==> src/rtl/keypad_event_fifo.sv <==
// Keypad event queue: synchronizes the column lines, debounces a press, decodes
// the scanner key code once per press and queues key values for a consumer.
module keypad_event_fifo #(
   parameter int DEBOUNCE_CYCLES = 256,
   parameter int RELEASE_CYCLES  = 64,
   parameter int FIFO_DEPTH      = 4
) (
   input  logic       clk,
   input  logic       rst,
   input  logic [3:0] col,
   input  logic [7:0] key_code,
   output logic [3:0] key_value,
   output logic       key_valid,
   input  logic       key_ready,
   output logic       key_held,
   output logic       overflow,
   output logic       code_err
);

   localparam int DW = (DEBOUNCE_CYCLES > 2) ? $clog2(DEBOUNCE_CYCLES) : 1;
   localparam int IW = $clog2(RELEASE_CYCLES + 1);
   localparam int AW = (FIFO_DEPTH > 2) ? $clog2(FIFO_DEPTH) : 1;
   localparam int CW = AW + 1;

   localparam logic [1:0] S_IDLE     = 2'd0;
   localparam logic [1:0] S_DEBOUNCE = 2'd1;
   localparam logic [1:0] S_HELD     = 2'd2;

   logic [3:0]    col_m, col_s;
   logic [IW-1:0] idle_cnt;
   logic [DW-1:0] deb_cnt;
   logic [1:0]    state;
   logic          active, quiet, accept, code_valid, push, pop, full;
   logic [1:0]    row_idx, col_idx;
   logic [3:0]    dec_value;
   logic [3:0]    mem [FIFO_DEPTH];
   logic [AW-1:0] wr_ptr, rd_ptr;
   logic [CW-1:0] count;

   // Two-flop synchronizer; reset to the released (all-high) level.
   always_ff @(posedge clk or posedge rst) begin
      if (rst) begin
         col_m <= 4'hF;
         col_s <= 4'hF;
      end else begin
         col_m <= col;
         col_s <= col_m;
      end
   end

   assign active = (col_s != 4'hF);
   assign quiet  = (idle_cnt == IW'(RELEASE_CYCLES));

   // Measures the gap since a column was last seen low; spans a full scanner sweep.
   always_ff @(posedge clk or posedge rst) begin
      if (rst)          idle_cnt <= IW'(RELEASE_CYCLES);
      else if (active)  idle_cnt <= '0;
      else if (!quiet)  idle_cnt <= idle_cnt + 1'b1;
   end

   assign accept = (state == S_DEBOUNCE) && !quiet && (deb_cnt == DW'(DEBOUNCE_CYCLES - 1));

   always_ff @(posedge clk or posedge rst) begin
      if (rst) begin
         state   <= S_IDLE;
         deb_cnt <= '0;
      end else begin
         case (state)
            S_IDLE: begin
               if (active) begin
                  state   <= S_DEBOUNCE;
                  deb_cnt <= '0;
               end
            end
            S_DEBOUNCE: begin
               deb_cnt <= deb_cnt + 1'b1;
               if (quiet)       state <= S_IDLE;
               else if (accept) state <= S_HELD;
            end
            S_HELD: begin
               if (quiet) state <= S_IDLE;
            end
            default: state <= S_IDLE;
         endcase
      end
   end

   assign key_held = (state != S_IDLE);

   always_comb begin
      code_valid = $onehot(key_code[7:4]) && $onehot(key_code[3:0]);
      case (key_code[7:4])
         4'b1000: row_idx = 2'd0;
         4'b0100: row_idx = 2'd1;
         4'b0010: row_idx = 2'd2;
         default: row_idx = 2'd3;
      endcase
      case (key_code[3:0])
         4'b1000: col_idx = 2'd0;
         4'b0100: col_idx = 2'd1;
         4'b0010: col_idx = 2'd2;
         default: col_idx = 2'd3;
      endcase
      // Row-major keypad layout: * and # encode as 0xE and 0xF.
      case ({row_idx, col_idx})
         4'd0:    dec_value = 4'h1;
         4'd1:    dec_value = 4'h2;
         4'd2:    dec_value = 4'h3;
         4'd3:    dec_value = 4'hA;
         4'd4:    dec_value = 4'h4;
         4'd5:    dec_value = 4'h5;
         4'd6:    dec_value = 4'h6;
         4'd7:    dec_value = 4'hB;
         4'd8:    dec_value = 4'h7;
         4'd9:    dec_value = 4'h8;
         4'd10:   dec_value = 4'h9;
         4'd11:   dec_value = 4'hC;
         4'd12:   dec_value = 4'hE;
         4'd13:   dec_value = 4'h0;
         4'd14:   dec_value = 4'hF;
         default: dec_value = 4'hD;
      endcase
   end

   // Handshake: the head entry transfers on any clk edge where key_valid and
   // key_ready are both high; key_value is stable while key_valid is high.
   assign full      = (count == CW'(FIFO_DEPTH));
   assign key_valid = (count != '0);
   assign key_value = mem[rd_ptr];
   assign pop       = key_valid && key_ready;
   assign push      = accept && code_valid && (!full || pop);

   always_ff @(posedge clk or posedge rst) begin
      if (rst) begin
         for (int i = 0; i < FIFO_DEPTH; i++) mem[i] <= '0;
         wr_ptr   <= '0;
         rd_ptr   <= '0;
         count    <= '0;
         overflow <= 1'b0;
         code_err <= 1'b0;
      end else begin
         if (push) begin
            mem[wr_ptr] <= dec_value;
            wr_ptr      <= wr_ptr + 1'b1;
         end
         if (pop) rd_ptr <= rd_ptr + 1'b1;
         if (push && !pop)      count <= count + 1'b1;
         else if (!push && pop) count <= count - 1'b1;
         if (accept && code_valid && full && !pop) overflow <= 1'b1;
         if (accept && !code_valid)                code_err <= 1'b1;
      end
   end

endmodule

==> config.mk <==
export PLATFORM = sky130hd
export DESIGN_NAME = keypad_event_fifo
export DESIGN_NICKNAME = d
export VERILOG_FILES = /design/src/rtl/keypad_event_fifo.sv
export SDC_FILE = /design/constraint.sdc
export NUM_CORES = 1
export LEC_CHECK = 0
export BUFFER_PORTS_ARGS = -buffer_cell sky130_fd_sc_hd__buf_4
export CORE_AREA = 2 2 100 102
export CTS_BUF_LIST = sky130_fd_sc_hd__clkbuf_4
export CTS_CLUSTER_SIZE = 10
export DETAILED_ROUTE_END_ITERATION = 8
export DIE_AREA = 0 0 102 104
export PLACE_DENSITY = 0.48
export SYNTH_ARGS = -nofsm -noshare
export SYNTH_HDL_FRONTEND = slang
export SYNTH_SLANG_ARGS = --single-unit
==> constraint.sdc <==
create_clock -name clk -period 6.5 [get_ports clk]
set_input_delay 1.3 -clock clk [delete_from_list [all_inputs] [get_ports clk]]
set_output_delay 1.3 -clock clk [all_outputs]
set_load 0.005 [all_outputs]
==> results of run 1 <==
## critical path: cells and delay by family
family | cells | cell delay, ps
fa+ha+maj | 5 | 1570
simple gates | 5 | 1150
xor+xnor | 2 | 290
buf+inv | 4 | 260
## state kept, by name, indices dropped and copies added (netlist names)
| register | count |
|---|---|
| col_s | 4 |
| deb_cnt | 8 |
| idle_cnt | 7 |
| rd_ptr | 2 |
| count | 3 |
| overflow | 1 |
| col_m | 4 |
| code_err | 1 |
| wr_ptr | 2 |
| mem | 16 |
| state | 2 |
## cells by family after synthesis
logic type	after synthesis	share of synthesized area [%]
flops	50	45.1
simple gates	70	14.9
compound gates	27	7.50
xor+xnor	13	4.06
mux	30	13.6
fa+ha+maj	23	11.1
buf+inv	27	3.75
## report_power, final
group / switching, mW / internal (mW)
combinational: 0.0301 / 0.0204
clock: 0.109 / 0.0444
sequential: 0.00125 / 0.316
## per-stage QoR
stage	worst slack (ps)	total power, mW	cell area [µm²]	utilization, %
4_1_cts	2280	0.530	3170	33.2
3_3_place_gp	1940	0.374	3110	32.5
3_5_place_dp	1850	0.375	3110	32.5
6_report	2250	0.522	3170	33.2
2_1_floorplan	2200	0.356	2800	-
5_1_grt	2010	0.552	3170	33.2
## path summary, 6_finish.rpt
| path | endpoint | cells after the start |
|---|---|---|
| max | count[2]$_DFFE_PP0P_ | 16 |
| min | col_s[3]$_DFF_PP1_ | 0 |
| max reg2reg | count[2]$_DFFE_PP0P_ | 12 |
| min reg2reg | col_s[3]$_DFF_PP1_ | 0 |
| max in group asynchronous | mem[7]$_DFFE_PP0P_ | 2 |
| min in group asynchronous | rd_ptr[1]$_DFFE_PP0P_ | 2 |
## area by class of cell
cell class | count | share of cell area [%]
Multi-Input combinational cell | 163 | 45.2
Sequential cell | 50 | 39.8
Tap cell | 133 | 5.25
Timing Repair Buffer | 22 | 5.21
Inverter | 21 | 2.49
Clock buffer | 5 | 1.18
Clock inverter | 3 | 0.790
## cell usage in the layout, fill, tap and decap left out, types with 4 or more instances in the layout
master	synthesis	routed
o21ai_0	5	5
buf_4	0	22
mux4_2	4	4
nor4_1	6	6
dfstp_2	9	9
nor2_1	13	13
dfrtp_1	41	41
nand4_1	4	4
a22o_1	5	5
nand2b_1	4	4
nand3_1	9	9
xor2_1	5	5
inv_1	21	20
nand2_1	11	11
clkbuf_4	0	5
ha_1	20	20
xnor2_1	8	8
mux2_2	19	19
mux2i_1	4	4
## routing by layer
layer  vias up  track usage [%]  part of all wire [%]
met5         -                0                     0
met4         0             2.29                     0
met3         0             3.36                   4.5
met2        26             15.8                    45
met1       852             15.0                    51
li1        893                -                     -
==> results.md, run 1 <==
- Status: complete, no violations
- RSZ-0062 raised after global routing: no
- HP Start: col_m[3]$_DFF_PP1_
- Warnings from Yosys: 0
- Top fanout value on the critical path: 3
- Max incr delay on CP: 530 ps
- Yosys top cell area share: 36.6%
- Crit end category: register
- Vias in the first global route: 1776
- GRT overflow: 0
- Rows: 36
- Area contributors post-synth: dfrtp_1, ha_1, dfstp_2
- Final Setup Violations: 0
- CP max stage cell: fa_1
- Die ar.: 10600 µm²
- Setup TNS: 0 ps
- Crit start category: input pin
- Req. time, crit path: 6820 ps
- Post_cts resized: 0
- Synth area leader: dfrtp_1
- Reg area: 1260 µm²
- Library cells used by synthesis: 51
- TritonCTS buffer count: 5
- Area Overhead vs Synth: 13.1%
- Clk pin slew, worst setup/hold paths: 170 ps
- Initial antenna violation count: 0
- VDD IR max: 0.0000818 V
- Number of enable flip-flop cells after synthesis: 0
- Async set or reset register ratio after synthesis: 100%
- CTS Sinks: 50
- Non-filler cells, final: 397
- Pwr dens: 165 nW/µm²
- Die Y: 104 µm
- MaxCap Viol Count: 0
- Post-CTS Setup Inserts: 0
- Clk_skew: 16.0 ps
- First-pass GRT wire length: 8910 µm
- Fmax: 236 MHz
- # H-tree levels: 2
- Multi-input gate area: 1430 µm²
- Critical path, cell by cell: buf_4, inv_1, fa_1, inv_1, ha_1, ha_1, nand2b_1, nor4_1, nand2_1, nor4_1, ha_1, inv_1, fa_1, xor2_1, nor2_1, xor2_1
- Clk buf depth: 2
- Slew Limit Fails: 0
- Hold WS: 366 ps
- Iter 0 DRT Violations: 87
- Period utilisation layout: 65.3%
- Placed Cells: 389
- I/O pin total: 23
- DP HPWL: 3740 µm
- Routability cong.: 0.722
- Vias: 1771
- Post-synth top flop: dfrtp_1
- Worst slew pin tran: 1060 ps
- CP Class: in2reg
- #FFs+latches synth: 50
- # hold bufs at CTS: 0
- I/O Buffers: 22
- Layout cell share with drive strength beyond 1: 27.7%
- Top-count cell post-synth: dfrtp_1
- Largest net degree at the start of global routing: 51
- Slew headroom: 29.4%
- Wire length per cell: 13.2 µm
- Mean Syn Cell Area: 11.7 µm²
- Final Hold Fails: 0
- Synthesized area: 2800 µm²
- Register-to-register setup slack: 3660 ps
- Post-route minimum period: 4250 ps
- Top cells by count, synth: dfrtp_1, inv_1, ha_1
- Leakage: 1.48 nW
- Crit path launch: key_code[0]
- Initial core utilization: 29.3%
- DRC viols: 0
- Final #Nets: 301
- Seq/Total Area, Yosys: 45.1%
- Reg2reg start: idle_cnt[0]$_DFFE_PP0P_
- First-pass DRT Iterations: 4
- Synth Instances: 240
- Clock Latency Late Sink: 380 ps
- Arrival time at the worst endpoint: 4570 ps
- Antenna Nets Post-Route: 0
- Chip Width: 102 µm
- Core area: 9550 µm²
- Filler instances: 1019
- HP Class: reg2reg
- Net Count, Synth: 278
- CTS tree: built
- Via-to-Cell Ratio: 4.46
- Diodes inserted: 0
- Root Driver: clkbuf_4
- Final wirelength: 5250 µm
- Global Route Usage Sum: 10.6%
(Power assumes the default switching activity.)
==> run 2: changes to the inputs <==
--- a/config.mk
+++ b/config.mk
@@ -5,6 +5,7 @@
 export SDC_FILE = /design/constraint.sdc
 export NUM_CORES = 1
 export LEC_CHECK = 0
+export ABC_AREA = 1
 export BUFFER_PORTS_ARGS = -buffer_cell sky130_fd_sc_hd__buf_4
 export CORE_AREA = 2 2 100 102
 export CTS_BUF_LIST = sky130_fd_sc_hd__clkbuf_4
==> constraint.sdc (replaced) <==
create_clock -name clk -period 4 [get_ports clk]
set_input_delay 0.8 -clock clk [delete_from_list [all_inputs] [get_ports clk]]
set_output_delay 0.8 -clock clk [all_outputs]
set_load 0.005 [all_outputs]
==> run 2 against run 1 <==
Against the previous run:
- final cell count grew 25%
- highest routed layer is now met4
- power up 110%
- setup slack lost 1600 ps
- largest power group unchanged
- wire length up 4.4%
- clock power is 54% higher
- first-iteration DRC count shrank 14%
==> results.md, run 2 <==
- Status: complete, no violations
- Top fanout value on the critical path: 3
- Worst R2R Path Depth: 11
- VDD IR max: 0.000272 V
- Synth Instances: 333
- CTS Sinks: 50
- # hold bufs at CTS: 0
- Yosys top cell area share: 36.9%
- Final Setup Violations: 0
- Vias in the first global route: 2052
- Diodes inserted: 0
- Die ar.: 10600 µm²
- Clk buf depth: 2
- Mean Syn Cell Area: 8.36 µm²
- Setup TNS: 0 ps
- RSZ-0062 raised after global routing: no
- Crit start category: input pin
- Die Y: 104 µm
- Library cells used by synthesis: 29
- Post-CTS Setup Inserts: 0
- Post-route minimum period: 3310 ps
- Root Driver: clkbuf_4
- Largest net degree at the start of global routing: 51
- Rows: 36
- Via-to-Cell Ratio: 4.33
- Initial core utilization: 29.2%
- I/O pin total: 23
- Tot Pwr: 1.08 mW
- Largest Register: mem
- Clock Latency Late Sink: 360 ps
- Antenna Nets Post-Route: 0
- TritonCTS buffer count: 5
- Most frequent cells in the layout: nand2_1, inv_1, dfrtp_1
- Area contributors post-synth: dfrtp_1, nand2_1, ha_1
- Max FFs per register: 16
- Top cell by count, worst path: inv_1
- Crit end category: register
- Warnings from Yosys: 0
- Setup ws final: 693 ps
- DP HPWL: 4150 µm
- First-pass DRT Iterations: 4
- Area Overhead vs Synth: 14.4%
- Core area: 9550 µm²
- Final Hold Fails: 0
- Post-synth top flop: dfrtp_1
- Post_cts resized: 0
- Top-count cell post-synth: nand2_1
- Iter 0 DRT Violations: 75
- Vias: 2153
- Reg2reg start: deb_cnt[0]$_DFFE_PP0P_
- Register-to-register setup slack: 1640 ps
- Net Count, Synth: 371
- MaxCap Viol Count: 0
- HP Start: col_m[0]$_DFF_PP1_
- End of the worst register-to-register path: count[2]$_DFFE_PP0P_
- Period utilisation layout: 82.7%
- Synth area leader: dfrtp_1
- Filler instances: 1046
- Global Route Usage Sum: 11.0%
- HP Class: reg2reg
- Final #Nets: 401
- Number of enable flip-flop cells after synthesis: 0
- Slew headroom: 30.6%
- Hold path endpoint: col_s[0]$_DFF_PP1_
- Async set or reset register ratio after synthesis: 100%
- CP max stage cell: fa_1
- Clk pin slew, worst setup/hold paths: 150 ps
- Layout cell share with drive strength beyond 1: 15.7%
- Wire length per cell: 11.0 µm
- Final wirelength: 5490 µm
- #FFs+latches synth: 50
- Worst slew pin tran: 1040 ps
- Initial antenna violation count: 0
- CTS tree: built
- CP Class: in2reg
- Max incr delay on CP: 530 ps
- Fmax: 302 MHz
- I/O Buffers: 22
- # H-tree levels: 2
- GRT overflow: 0
- First-pass GRT wire length: 9460 µm
- Pwr dens: 341 nW/µm²
- Top cells by count, synth: nand2_1, inv_1, dfrtp_1
- Routability cong.: 0.844
- Slew Limit Fails: 0
- Pre-CTS WS: 264 ps
- DRC viols: 0
- Largest regs: mem: 16 flops, deb_cnt: 8 flops, idle_cnt: 7 flops
- Synthesized area: 2780 µm²
- Leakage: 1.64 nW
- Clk_skew: 14.3 ps
- Critical path, cell by cell: buf_4, inv_1, fa_1, inv_1, ha_1, ha_1, or2_1, nor2_2, nand4_4, inv_1, ha_1, inv_1, fa_1, a21oi_1, o21ai_0, xor2_1
- Hold-critical path depth: 0
- Seq/Total Area, Yosys: 45.3%
- Chip Width: 102 µm
- Most common cell after layout, fill and taps aside: nand2_1
- Req. time, crit path: 4260 ps
- Arrival time at the worst endpoint: 3560 ps
## run 2: cell families (layout without fill, tap and decap cells)
family	Yosys count	in the layout	share of synthesized area, %
simple gates	164	164	26.8
flops	50	50	45.3
buf+inv	48	79	6.47
compound gates	41	41	7.91
fa+ha+maj	23	23	11.1
xor+xnor	5	5	1.57
mux	2	2	0.764
## run 2: layout make-up
cell class | count | area, µm² | share of cell area (%)
multi-input cells | 235 | 1340 | 42.1
flip-flops and latches | 50 | 1260 | 39.6
repair buffers | 24 | 180 | 5.66
inverters | 47 | 176 | 5.54
well taps | 133 | 166 | 5.22
clock buffers | 5 | 37.5 | 1.18
clock inverters | 3 | 21.3 | 0.668
## run 2: metrics by stage
step           hold WS [ps]  std cells  util, %  area (µm²)
6_report                366        497     33.4        3190
5_1_grt                 370        497     33.4        3190
4_1_cts                 368        497     33.4        3190
3_5_place_dp            347        489     32.7        3130
3_3_place_gp            346        489     32.7        3130
2_1_floorplan           345        333        -        2780
## run 2: worst max path at each step
| stage | start | to | depth (start not counted) |
|---|---|---|---|
| after floorplan | key_code[0] | count[2]$_DFFE_PP0P_ | 15 |
| after global placement | key_code[0] | count[2]$_DFFE_PP0P_ | 16 |
| after detailed placement | key_code[0] | count[2]$_DFFE_PP0P_ | 16 |
| after CTS | key_code[0] | count[2]$_DFFE_PP0P_ | 16 |
| after global routing | key_code[0] | count[2]$_DFFE_PP0P_ | 16 |
| final | key_code[0] | count[2]$_DFFE_PP0P_ | 16 |
## run 2: worst max-delay path, delay by kind of cell
kind,cells,cell delay (ps)
simple gates,3,520
compound gates,2,250
buf+inv,5,340
xor+xnor,1,150
fa+ha+maj,5,1480
## run 2: report_power, final
part / switching [mW] / internal, mW
Sequential: 0.0389 / 0.541
Clock: 0.166 / 0.0693
Combinational: 0.147 / 0.123
Total: 0.351 / 0.733
## run 2: metal layers
metal | up-vias | part of all wire [%] | global-route usage, %
met4 | 0 | 0.51 | 2.57
li1 | 1114 | - | -
met3 | 2 | 3.4 | 2.22
met2 | 29 | 47 | 17.2
met1 | 1008 | 49 | 15.5
met5 | - | 0 | 0
==> run 3: changes to the inputs <==
==> constraint.sdc (replaced) <==
create_clock -name clk -period 3.3 [get_ports clk]
set_input_delay 0.66 -clock clk [delete_from_list [all_inputs] [get_ports clk]]
set_output_delay 0.66 -clock clk [all_outputs]
set_load 0.005 [all_outputs]
==> run 3 against run 2 <==
Against the previous run:
- setup slack worse by 300 ps
- design area is 2.8% higher
- flip-flop and latch count stayed put
- critical path depth stayed put
- first-iteration DRC count is 36% higher
- clock-buffer cell count is 1 higher
- clock power is 56% higher
- sequential power is 21% higher
- sequential share of layout area is 1.1 points lower
- power is 31% higher
- largest power group unchanged
- via count is 0.14% higher
- non-clock buffer count is 3 higher
==> results.md, run 3 (synthesized netlist as in run 2, its figures left out) <==
- Status: complete, no violations
- Vias: 2156
- Fmax: 344 MHz
- GRT overflow: 0
- Vias in the first global route: 2063
- Clock Latency Late Sink: 380 ps
- Antenna Nets Post-Route: 0
- Final wirelength: 5570 µm
- Crit end category: register
- CP Class: in2reg
- Final #Nets: 404
- I/O Buffers: 22
- Worst slew pin tran: 1060 ps
- Routability cong.: 0.818
- CTS Sinks: 50
- MaxCap Viol Count: 0
- DP HPWL: 4230 µm
- First-pass GRT wire length: 9500 µm
- Global Route Usage Sum: 11.1%
- Setup ws final: 392 ps
- Largest regs: mem: 16 flops, deb_cnt: 8 flops, idle_cnt: 7 flops
- Final Hold Fails: 0
- CP max stage cell: fa_1
- Buffer and inverter count on the worst path: 5
- Largest Register: mem
- Crit. path cell count: 16
- Non-filler cells, final: 500
- Iter 0 DRT Violations: 102
- First-pass DRT Iterations: 4
- Pre-CTS WS: -39.2 ps
- Rows: 36
- CTS tree: built
- TritonCTS buffer count: 5
- Core area: 9550 µm²
- Pwr dens: 435 nW/µm²
- Post-CTS Setup Inserts: 0
- Slew Limit Fails: 0
- Critical path, cell by cell: buf_4, inv_2, fa_1, inv_1, ha_2, ha_1, or2_1, nor2_4, nand4_4, inv_2, ha_4, inv_2, fa_2, a21oi_1, o21ai_1, xor2_1
- # H-tree levels: 2
- Worst path top cell family by delay: adder cells
- Arrival time at the worst endpoint: 3170 ps
- Area Overhead vs Synth: 17.6%
- Hold-critical path depth: 0
- Max incr delay on CP: 520 ps
- Initial core utilization: 29.2%
- Top cell by count, worst path: inv_2
- Most frequent cells in the layout: nand2_1, dfrtp_1, inv_1
- Placed Cells: 492
- Top fanout value on the critical path: 3
- Final Setup Violations: 0
- I/O pin total: 23
- Die ar.: 10600 µm²
- VDD IR max: 0.000280 V
- Worst R2R Path Depth: 11
- Clk buf depth: 2
- Max FFs per register: 16
- Period utilisation layout: 88.1%
- Initial antenna violation count: 0
- HP Class: reg2reg
- Die Y: 104 µm
- Most common cell after layout, fill and taps aside: nand2_1
- Final Util: 34.3%
- Layout cell share with drive strength beyond 1: 19.3%
- RSZ-0062 raised after global routing: no
- Slew headroom: 29.5%
- Post-route minimum period: 2910 ps
- # hold bufs at CTS: 0
- Chip Width: 102 µm
- Placed Instance Area: 3190 µm²
- Largest net degree at the start of global routing: 51
- Wire length per cell: 11.1 µm
- Cell area after layout: 3270 µm²
- Via-to-Cell Ratio: 4.31
- Diodes inserted: 0
- Post_cts resized: 0
- Leakage: 1.67 nW
- Setup TNS: 0 ps
- Clk pin slew, worst setup/hold paths: 140 ps
- Root Driver: clkbuf_4
- Clk_skew: 25.3 ps
- DRC viols: 0
- Crit start category: input pin
- Req. time, crit path: 3560 ps
run 3: changes by cell type in the layout (fill, tap and decap cells not counted), moves of 2 or more:
cell   previous run  this run
ha_1             20        16
ha_2              0         2
inv_2             4         9
buf_4            24        27
inv_1            43        38
ha_4              0         2
run 3: worst paths after layout:
kind | startpoint | slack (ps) | endpoint
worst max-delay path | key_code[3] | 390 | count[2]$_DFFE_PP0P_
worst min-delay path | col_m[1]$_DFF_PP1_ | 370 | col_s[1]$_DFF_PP1_
worst max register to register | deb_cnt[0]$_DFFE_PP0P_ | 1020 | count[2]$_DFFE_PP0P_
worst min register to register | col_m[1]$_DFF_PP1_ | 370 | col_s[1]$_DFF_PP1_
max in group asynchronous | rst | 2110 | mem[13]$_DFFE_PP0P_
min in group asynchronous | rst | 500 | idle_cnt[5]$_DFFE_PP0P_
run 3: metrics by stage:
stage / power (mW) / hold slack, ps
CTS: 1.45 / 356
floorplan: 0.930 / 345
detailed placement: 1.07 / 349
finish: 1.43 / 367
global route: 1.52 / 342
global placement: 1.07 / 347
run 3: layer usage:
| layer | track usage, % | wire length, µm |
|---|---|---|
| met1 | 15.4 | 2810 |
| met2 | 17.6 | 2550 |
| met3 | 2.22 | 128 |
| met4 | 3.14 | 68 |
| met5 | 0 | 0 |
run 3: area by class of cell:
class / instances / area (µm²)
Inverter: 47 / 176
Clock inverter: 2 / 38.8
Timing Repair Buffer: 27 / 203
Fill cell: 1041 / 6270
Sequential cell: 50 / 1260
Tap cell: 133 / 166
Clock buffer: 6 / 45.0
Multi-Input combinational cell: 235 / 1380
run 3: report_power, final:
part / total [mW] / internal [mW] / switching, mW
combinational: 0.354 / 0.165 / 0.189
sequential: 0.703 / 0.656 / 0.0477
clock: 0.367 / 0.170 / 0.198
total: 1.43 / 0.991 / 0.434
